<file path="src/rtl/memory_request_unit.sv">
// Arbitrates core fetch/data requests onto one RAM port; data wins, ready pulses 2+ cycles after acceptance, core holds requests until ready.
// Optional REQUEST_TIMEOUT_EN bounds each RAM wait to TIMEOUT_CYCLES, returning ERR_WORD on reads and flagging err.
module memory_request_unit #(
   parameter int          TIMEOUT_CYCLES = 255,
   parameter logic [31:0] ERR_WORD       = 32'hDEADBEEF
) (
   input  logic        clk,
   input  logic        nRST,
   input  logic        i_req,
   input  logic [31:0] imemaddr,
   input  logic        d_ren,
   input  logic        d_wen,
   input  logic [31:0] dmmaddr,
   input  logic [31:0] dmmstore,
   input  logic [31:0] ramload,
   input  logic        ram_ready,
   output logic [31:0] ramaddr,
   output logic [31:0] ramstore,
   output logic        ramREN,
   output logic        ramWEN,
   output logic [31:0] imemload,
   output logic [31:0] dmemload,
   output logic        i_ready,
   output logic        d_ready,
   output logic        err
);

   typedef enum logic [1:0] {IDLE, IFETCH, DATA, DONE} state_t;

   state_t      state_q, state_d;
   logic [31:0] ramaddr_q, ramaddr_d;
   logic [31:0] ramstore_q, ramstore_d;
   logic        ramren_q, ramren_d;
   logic        ramwen_q, ramwen_d;
   logic [31:0] imemload_q, imemload_d;
   logic [31:0] dmemload_q, dmemload_d;
   logic        i_ready_q, i_ready_d;
   logic        d_ready_q, d_ready_d;

   if (TIMEOUT_CYCLES < 1) begin : g_tmo_chk
      $error("TIMEOUT_CYCLES must be at least 1");
   end

`ifdef REQUEST_TIMEOUT_EN
   localparam int CW = $clog2(TIMEOUT_CYCLES + 1);
   localparam logic [CW-1:0] CNT_LAST = CW'(TIMEOUT_CYCLES - 1);

   logic [CW-1:0] cnt_q, cnt_d;
   logic          err_q, err_d;
`endif

   always_comb begin
      state_d    = state_q;
      ramaddr_d  = ramaddr_q;
      ramstore_d = ramstore_q;
      ramren_d   = ramren_q;
      ramwen_d   = ramwen_q;
      imemload_d = imemload_q;
      dmemload_d = dmemload_q;
      i_ready_d  = 1'b0;
      d_ready_d  = 1'b0;
`ifdef REQUEST_TIMEOUT_EN
      cnt_d      = cnt_q;
      err_d      = 1'b0;
`endif
      case (state_q)
         IDLE: begin
            // A simultaneous read+write is carried out as a write only.
            if (d_ren || d_wen) begin
               state_d    = DATA;
               ramaddr_d  = dmmaddr;
               ramstore_d = d_wen ? dmmstore : 32'h0;
               ramren_d   = ~d_wen;
               ramwen_d   = d_wen;
`ifdef REQUEST_TIMEOUT_EN
               cnt_d      = '0;
`endif
            end else if (i_req) begin
               state_d    = IFETCH;
               ramaddr_d  = imemaddr;
               ramstore_d = 32'h0;
               ramren_d   = 1'b1;
               ramwen_d   = 1'b0;
`ifdef REQUEST_TIMEOUT_EN
               cnt_d      = '0;
`endif
            end
         end
         IFETCH, DATA: begin
            if (ram_ready) begin
               state_d   = DONE;
               ramren_d  = 1'b0;
               ramwen_d  = 1'b0;
               i_ready_d = (state_q == IFETCH);
               d_ready_d = (state_q == DATA);
               if (state_q == IFETCH) begin
                  imemload_d = ramload;
               end else if (!ramwen_q) begin
                  dmemload_d = ramload;
               end
            end
`ifdef REQUEST_TIMEOUT_EN
            // ram_ready on the final wait edge still wins over the timeout.
            else if (cnt_q == CNT_LAST) begin
               state_d   = DONE;
               ramren_d  = 1'b0;
               ramwen_d  = 1'b0;
               i_ready_d = (state_q == IFETCH);
               d_ready_d = (state_q == DATA);
               err_d     = 1'b1;
               if (state_q == IFETCH) begin
                  imemload_d = ERR_WORD;
               end else if (!ramwen_q) begin
                  dmemload_d = ERR_WORD;
               end
            end else begin
               cnt_d = cnt_q + 1'b1;
            end
`endif
         end
         DONE: begin
            state_d = IDLE;
         end
         default: begin
            state_d = IDLE;
         end
      endcase
   end

   always_ff @(posedge clk or negedge nRST) begin
      if (!nRST) begin
         state_q    <= IDLE;
         ramaddr_q  <= 32'h0;
         ramstore_q <= 32'h0;
         ramren_q   <= 1'b0;
         ramwen_q   <= 1'b0;
         imemload_q <= 32'h0;
         dmemload_q <= 32'h0;
         i_ready_q  <= 1'b0;
         d_ready_q  <= 1'b0;
`ifdef REQUEST_TIMEOUT_EN
         cnt_q      <= '0;
         err_q      <= 1'b0;
`endif
      end else begin
         state_q    <= state_d;
         ramaddr_q  <= ramaddr_d;
         ramstore_q <= ramstore_d;
         ramren_q   <= ramren_d;
         ramwen_q   <= ramwen_d;
         imemload_q <= imemload_d;
         dmemload_q <= dmemload_d;
         i_ready_q  <= i_ready_d;
         d_ready_q  <= d_ready_d;
`ifdef REQUEST_TIMEOUT_EN
         cnt_q      <= cnt_d;
         err_q      <= err_d;
`endif
      end
   end

   assign ramaddr  = ramaddr_q;
   assign ramstore = ramstore_q;
   assign ramREN   = ramren_q;
   assign ramWEN   = ramwen_q;
   assign imemload = imemload_q;
   assign dmemload = dmemload_q;
   assign i_ready  = i_ready_q;
   assign d_ready  = d_ready_q;
`ifdef REQUEST_TIMEOUT_EN
   assign err      = err_q;
`else
   assign err      = 1'b0;
`endif

endmodule
</file>
<file path="config.mk">
export PLATFORM = sky130hd
export DESIGN_NAME = memory_request_unit
export DESIGN_NICKNAME = d
export VERILOG_FILES = /design/src/rtl/memory_request_unit.sv
export SDC_FILE = /design/constraint.sdc
export NUM_CORES = 1
export LEC_CHECK = 0
export ABC_AREA = 1
export CELL_PAD_IN_SITES_DETAIL_PLACEMENT = 1
export CELL_PAD_IN_SITES_GLOBAL_PLACEMENT = 1
export CORE_MARGIN = 2
export CORE_UTILIZATION = 30
export CTS_BUF_LIST = sky130_fd_sc_hd__clkbuf_4 sky130_fd_sc_hd__clkbuf_8
export DETAILED_ROUTE_END_ITERATION = 8
export GPL_TIMING_DRIVEN = 0
export MAX_ROUTING_LAYER = met4
export PLACE_DENSITY = 0.84
export SETUP_SLACK_MARGIN = 0.3
export SLEW_MARGIN = 0
export SYNTH_ARGS = -nofsm -noshare
export SYNTH_HDL_FRONTEND = slang
export SYNTH_SLANG_ARGS = --single-unit
</file>
<file path="constraint.sdc">
create_clock -name clk -period 1.9 [get_ports clk]
set_clock_uncertainty 0.15 [all_clocks]
set_input_delay 0.57 -clock clk [delete_from_list [all_inputs] [get_ports clk]]
set_output_delay 0.57 -clock clk [all_outputs]
set_load 0.03 [all_outputs]
</file>
## Word-level counts from Yosys, hierarchy flattened

Cells that the tools add are included.

- Equality and inequality tests: 5
- Multiplexer cells: 20
- Bitwise gates (word level): 3
- Reduce and logical (&&, ||, !) cells: 10

Operators with widths:

| operator | number |
|---|---|
| 32-bit 2-to-1 mux | 5 |
| 1-bit 2-to-1 mux | 9 |
| 2-bit 2-to-1 mux | 3 |
| 2-bit case mux with 3 select lines | 1 |
| 3-bit AND reduction | 2 |
| 2-bit == test (second input constant) | 2 |
| 1-bit case mux with 2 select lines | 2 |
| 2-bit AND reduction | 2 |
| 4-bit AND reduction | 1 |
| 2-bit nonzero test | 2 |
| 3-bit != test (second input constant) | 1 |
| 1-bit inverter | 3 |
| 2-bit by 1-bit == test with 1-bit output (second input constant) | 1 |
| 2-bit zero test | 1 |
| 2-bit != test (second input constant) | 1 |
| 2-bit OR reduction | 1 |
| 1-bit logical OR | 1 |

- Flip-flop bits (word level): 134
- Input bits: 134
- Output and inout bits: 133
- Word-level logic and storage cells: 47

## Logic depth before layout (Yosys ltp)

- Depth in word-level cells: 4
- Mapped depth: 8
- Gate-level depth less buffers: 8

## Least setup slack after synthesis

Ideal clock, no wire load.

- Kind: reg2reg
- Start: reg state_q[0]
- End: reg dmemload_q[0], in the netlist dmemload[0]
- Arrival: 1.362 ns
- Slack: 0.255 ns
- Cell stages (with the launch flop): 6
- Path buffers: 1
- Cells stage by stage: dfrtp_1 -> inv_1 -> ha_1 -> nand3_1 -> clkbuf_1 -> o21ai_0

- Word-level cells in the longest chain between the ends: 3

Ends and longest elaborated chain:

| element | RTL line | source |
|---|---|---|
| from (decl) | 30 | `state_t state_q, state_d;` |
| from (signal assigned) | 146 | `state_q <= state_d;` |
| 2-bit by 1-bit == test with 1-bit output / 2-bit == test (equally long branches) | 66, 96 |  |
| 2-bit OR reduction / 1-bit inverter (equally long branches) | n/a |  |
| 4-bit AND reduction (no line) * | n/a |  |
| to (signal assigned) | 152 | `dmemload_q <= dmemload_d;` |
| to (decl) | 36 | `logic [31:0] dmemload_q, dmemload_d;` |

Mark *: on every way between the ends. The rest lies on a longest branch, timed or not.
A chain may end at the register's enable or synchronous reset.

## Worst setup path after layout

- Start: reg dmemload_q[4], in the netlist dmemload[4]
- End: out dmemload[4]

RTL lines:

| element | RTL line | source |
|---|---|---|
| to (decl) | 22 | `output logic [31:0] dmemload,` |

No word-level cell between the ends.

==> summary.md <==
| Metric | Value |
|---|---|
| Worst EP required | `1.18 ns` |
| Average wire per standard cell | `just under 20 um` |
| Pint | `between 10 and 15 mW` |
| Remaining global-route overflow | `0` |
| DRT iter0 DRCs | `about 240` |
| DRT Pass-1 Iters | `4` |
| Yosys cell types | `18` |
| Avg Inst Size Synth | `8.43 sq um` |
| Slowest CP cell | `dfrtp_1` |
| RSZ-0062 raised after global routing | `yes` |
| Largest delay contributor family on the critical path | `flip-flops` |
| Final hold vios | `4` |
| FP Rows | `50` |
| Worst-margin pin slew | `about 0.74 ns` |
| Vias | `around 6300` |
| Layout cell share with drive strength beyond 1 | `between 30% and 40%` |
| Outcome | `complete, but fails checks` |
| Pwr/cell area | `1810 nW/um^2` |
| CP Class | `reg2out` |
| Starting density of the core | `just over 30%` |
| Initial antenna violation count | `2` |
| Slew Viols, Final | `0` |
| CTS sink count | `between 100 and 150` |
| Width of the die | `roughly 140 um` |
| Hold_buf cts | `0` |
| Port buffer count | `about 270` |
| Routed WL | `25400 um` |
| Number of synthesized flops with an enable pin | `0` |
| Post-synthesis sequential area ratio | `roughly 60%` |
| Fillers | `around 2100` |
| Clock share of power | `12.1%` |
| Synth top area cells | `dfrtp_1 (60%), nand2_1 (20%), o21ai_0 (10%)` |
| Power Total | `18.9 mW` |
| Slew headroom | `around half` |
| Clock transition at the registers of the reported paths | `0.09 ns` |
| Period utilization | `~93%` |
| Max Fclk | `between 500 and 600 MHz` |
| Mapped Nets | `806` |
| Clk buf depth | `2` |
| Drt drc | `0` |
| WP data arrival | `between 1 and 1.5 ns` |
| Root Driver | `clkbuf_8` |
| Total GRT Usage | `23.0%` |
| NetSw | `approximately 8.3 mW` |
| Synth area leader | `dfrtp_1` |
| CP Capture Type | `output pin` |
| Worst skew pair latency | `0.43 ns` |
| Failing checks | `negative hold slack` |
| Routability cong. | `between 0.8 and 0.9` |
| Die Ht | `around 140 um` |
| Vias in the first global route | `roughly 6500` |
| Mapped Cells | `between 600 and 700` |
| Tmin final | `roughly 1.8 ns` |
| Setup-failing EPs final | `0` |
| HPWL after DPL | `15300 um` |
| Layout area overhead | `85.9%` |
| Synth top cells by count | `nand2_1 (306), dfrtp_1 (134), o21ai_0 (117), inv_1 (39), clkbuf_1 (19)` |
| Sw frac | `~44%` |
| First-pass GRT wire length | `34600 um` |
| Layout Nets | `approximately 1200` |
| Async S/R FF share, synth | `100%` |
| CP max FO | `2` |
| Max cap viols | `0` |
| Combinational Power Share | `60.8%` |
| Yosys warns | `0` |
| Largest net degree at the start of global routing | `75` |
| Die ar. | `slightly below 20000 sq um` |
| H-tree levels | `4` |
| Hold_ws | `-0.0150 ns` |
| Boundary Pins | `267` |
| CP max stage delay | `approximately 0.44 ns` |
| Cell with the most instances after synthesis | `nand2_1` |
| CTS tree | `built` |
| CP Cell Sequence | `buf_6` |
| Core outline area | `approximately 19000 sq um` |
| Buf+Inv Stages, Crit Path | `1` |
| Part of the power in registers | `a little over a quarter` |
| Worst Hold Class | `in2async` |
| Antenna Nets Post-Route | `0` |
| Synth top area share | `between 50% and 60%` |
| CTS Buf Count | `17` |
| Vias per std cell | `4.76` |
| Peak VDD IR | `between 0.0005 and 0.0006 V` |
| Top_reg_cell synth | `dfrtp_1` |
| Post-synthesis register bit count | `approximately 130` |
| Leak | `around 5.3 nW` |
| Synth Cell Area | `roughly 5600 sq um` |
| Startpoint class of the critical path | `register` |
## placed cells by master (no fill, tap or decap), types with 11 or more instances in the layout
cell,Yosys,routed
o21ai_0,117,73
nand2_1,306,292
o21ai_1,12,34
o21ai_2,0,22
buf_4,1,109
clkbuf_8,0,19
inv_1,39,34
clkdlybuf4s50_1,0,129
dfrtp_1,134,133
buf_6,5,143
nand2_2,1,11
## flip-flops by register name (all words and copies together), names as in the netlist
signal and flops:
d_ready 1, ramstore 32, imemload 32, ramWEN 1
i_ready 1, ramREN 1, dmemload 32, state_q 2
ramaddr 32
## stage by stage
| stage | cell area, sq um | instances | setup slack, ns | util [%] | TNS (ns) |
|---|---|---|---|---|---|
| 2_1_floorplan | 5630 | 668 | 0.264 | - | 0 |
| 3_3_place_gp | 8580 | 1167 | -5.47 | 46.2 | -793.29 |
| 3_5_place_dp | 8610 | 1168 | -0.754 | 46.3 | -67.73 |
| 4_1_cts | 9590 | 1249 | 0.136 | 51.6 | 0 |
| 5_1_grt | 10500 | 1314 | 0.0945 | 56.4 | 0 |
| 6_report | 10500 | 1314 | 0.134 | 56.4 | 0 |
## final timing paths
check	from	to	slack, ns	cells after the start
worst max-delay path	dmemload[4]	dmemload[4]	0.13	1
min in group clk	ramaddr[21]	ramaddr[21]	0.35	2
worst min-delay path	nRST	imemload[28]	-0.02	1
max in group asynchronous	nRST	ramstore[4]	0.83	2
worst max register to register	state_q[0]	dmemload[11]	0.15	7
worst min register to register	ramaddr[21]	ramaddr[21]	0.35	2
## layout make-up
class	count	area [sq um]	area share, %
inverter	40	153	1.46
clock buffer	20	269	2.57
clock inverter	10	98.8	0.944
antenna	2	5.00	0.0478
tap	234	293	2.80
multi-input combinational	454	2130	20.3
buffer	40	337	3.21
sequential	134	3350	32.0
timing repair buffer	380	3830	36.6
## power groups by stage
stage / Clock [mW] / Sequential (mW) / Combinational, mW
after floorplan: 0 / 7.17 / 2.13
after global placement: 0 / 4.77 / 8.14
after detailed placement: 0 / 4.84 / 8.33
after CTS: 2.33 / 5.00 / 9.44
after global routing: 2.47 / 5.23 / 12.2
final: 2.29 / 5.11 / 11.5
## cell families (layout without fill, tap and decap cells)
group                      after synthesis  count (layout)  synth area share, %
and+or+nand+nor                        320             320                 21.7
DFF                                    134             134                 59.5
AOI/OAI and AO/OA                      129             129                 11.5
buffers and inverters                   80             490                 6.37
adders and majority gates                4               4                0.889
other                                    1               3               0.0666
## layer usage
metal  part of all wire [%]  track usage, %  vias up
met5                      0               -        -
met2                     52            39.4      208
met3                    4.0            4.31       77
li1                       -               -     2890
met4                    4.6            10.5        0
met1                     39            26.2     3083
## timing repair
item                       CTS  global route
setup endpoints to repair  264           239
cloned                       0             5
gates resized for setup    961           150
buffers inserted            51            58
pin swaps                    3             7
No activity file was read; power rests on OpenSTA's default activity.
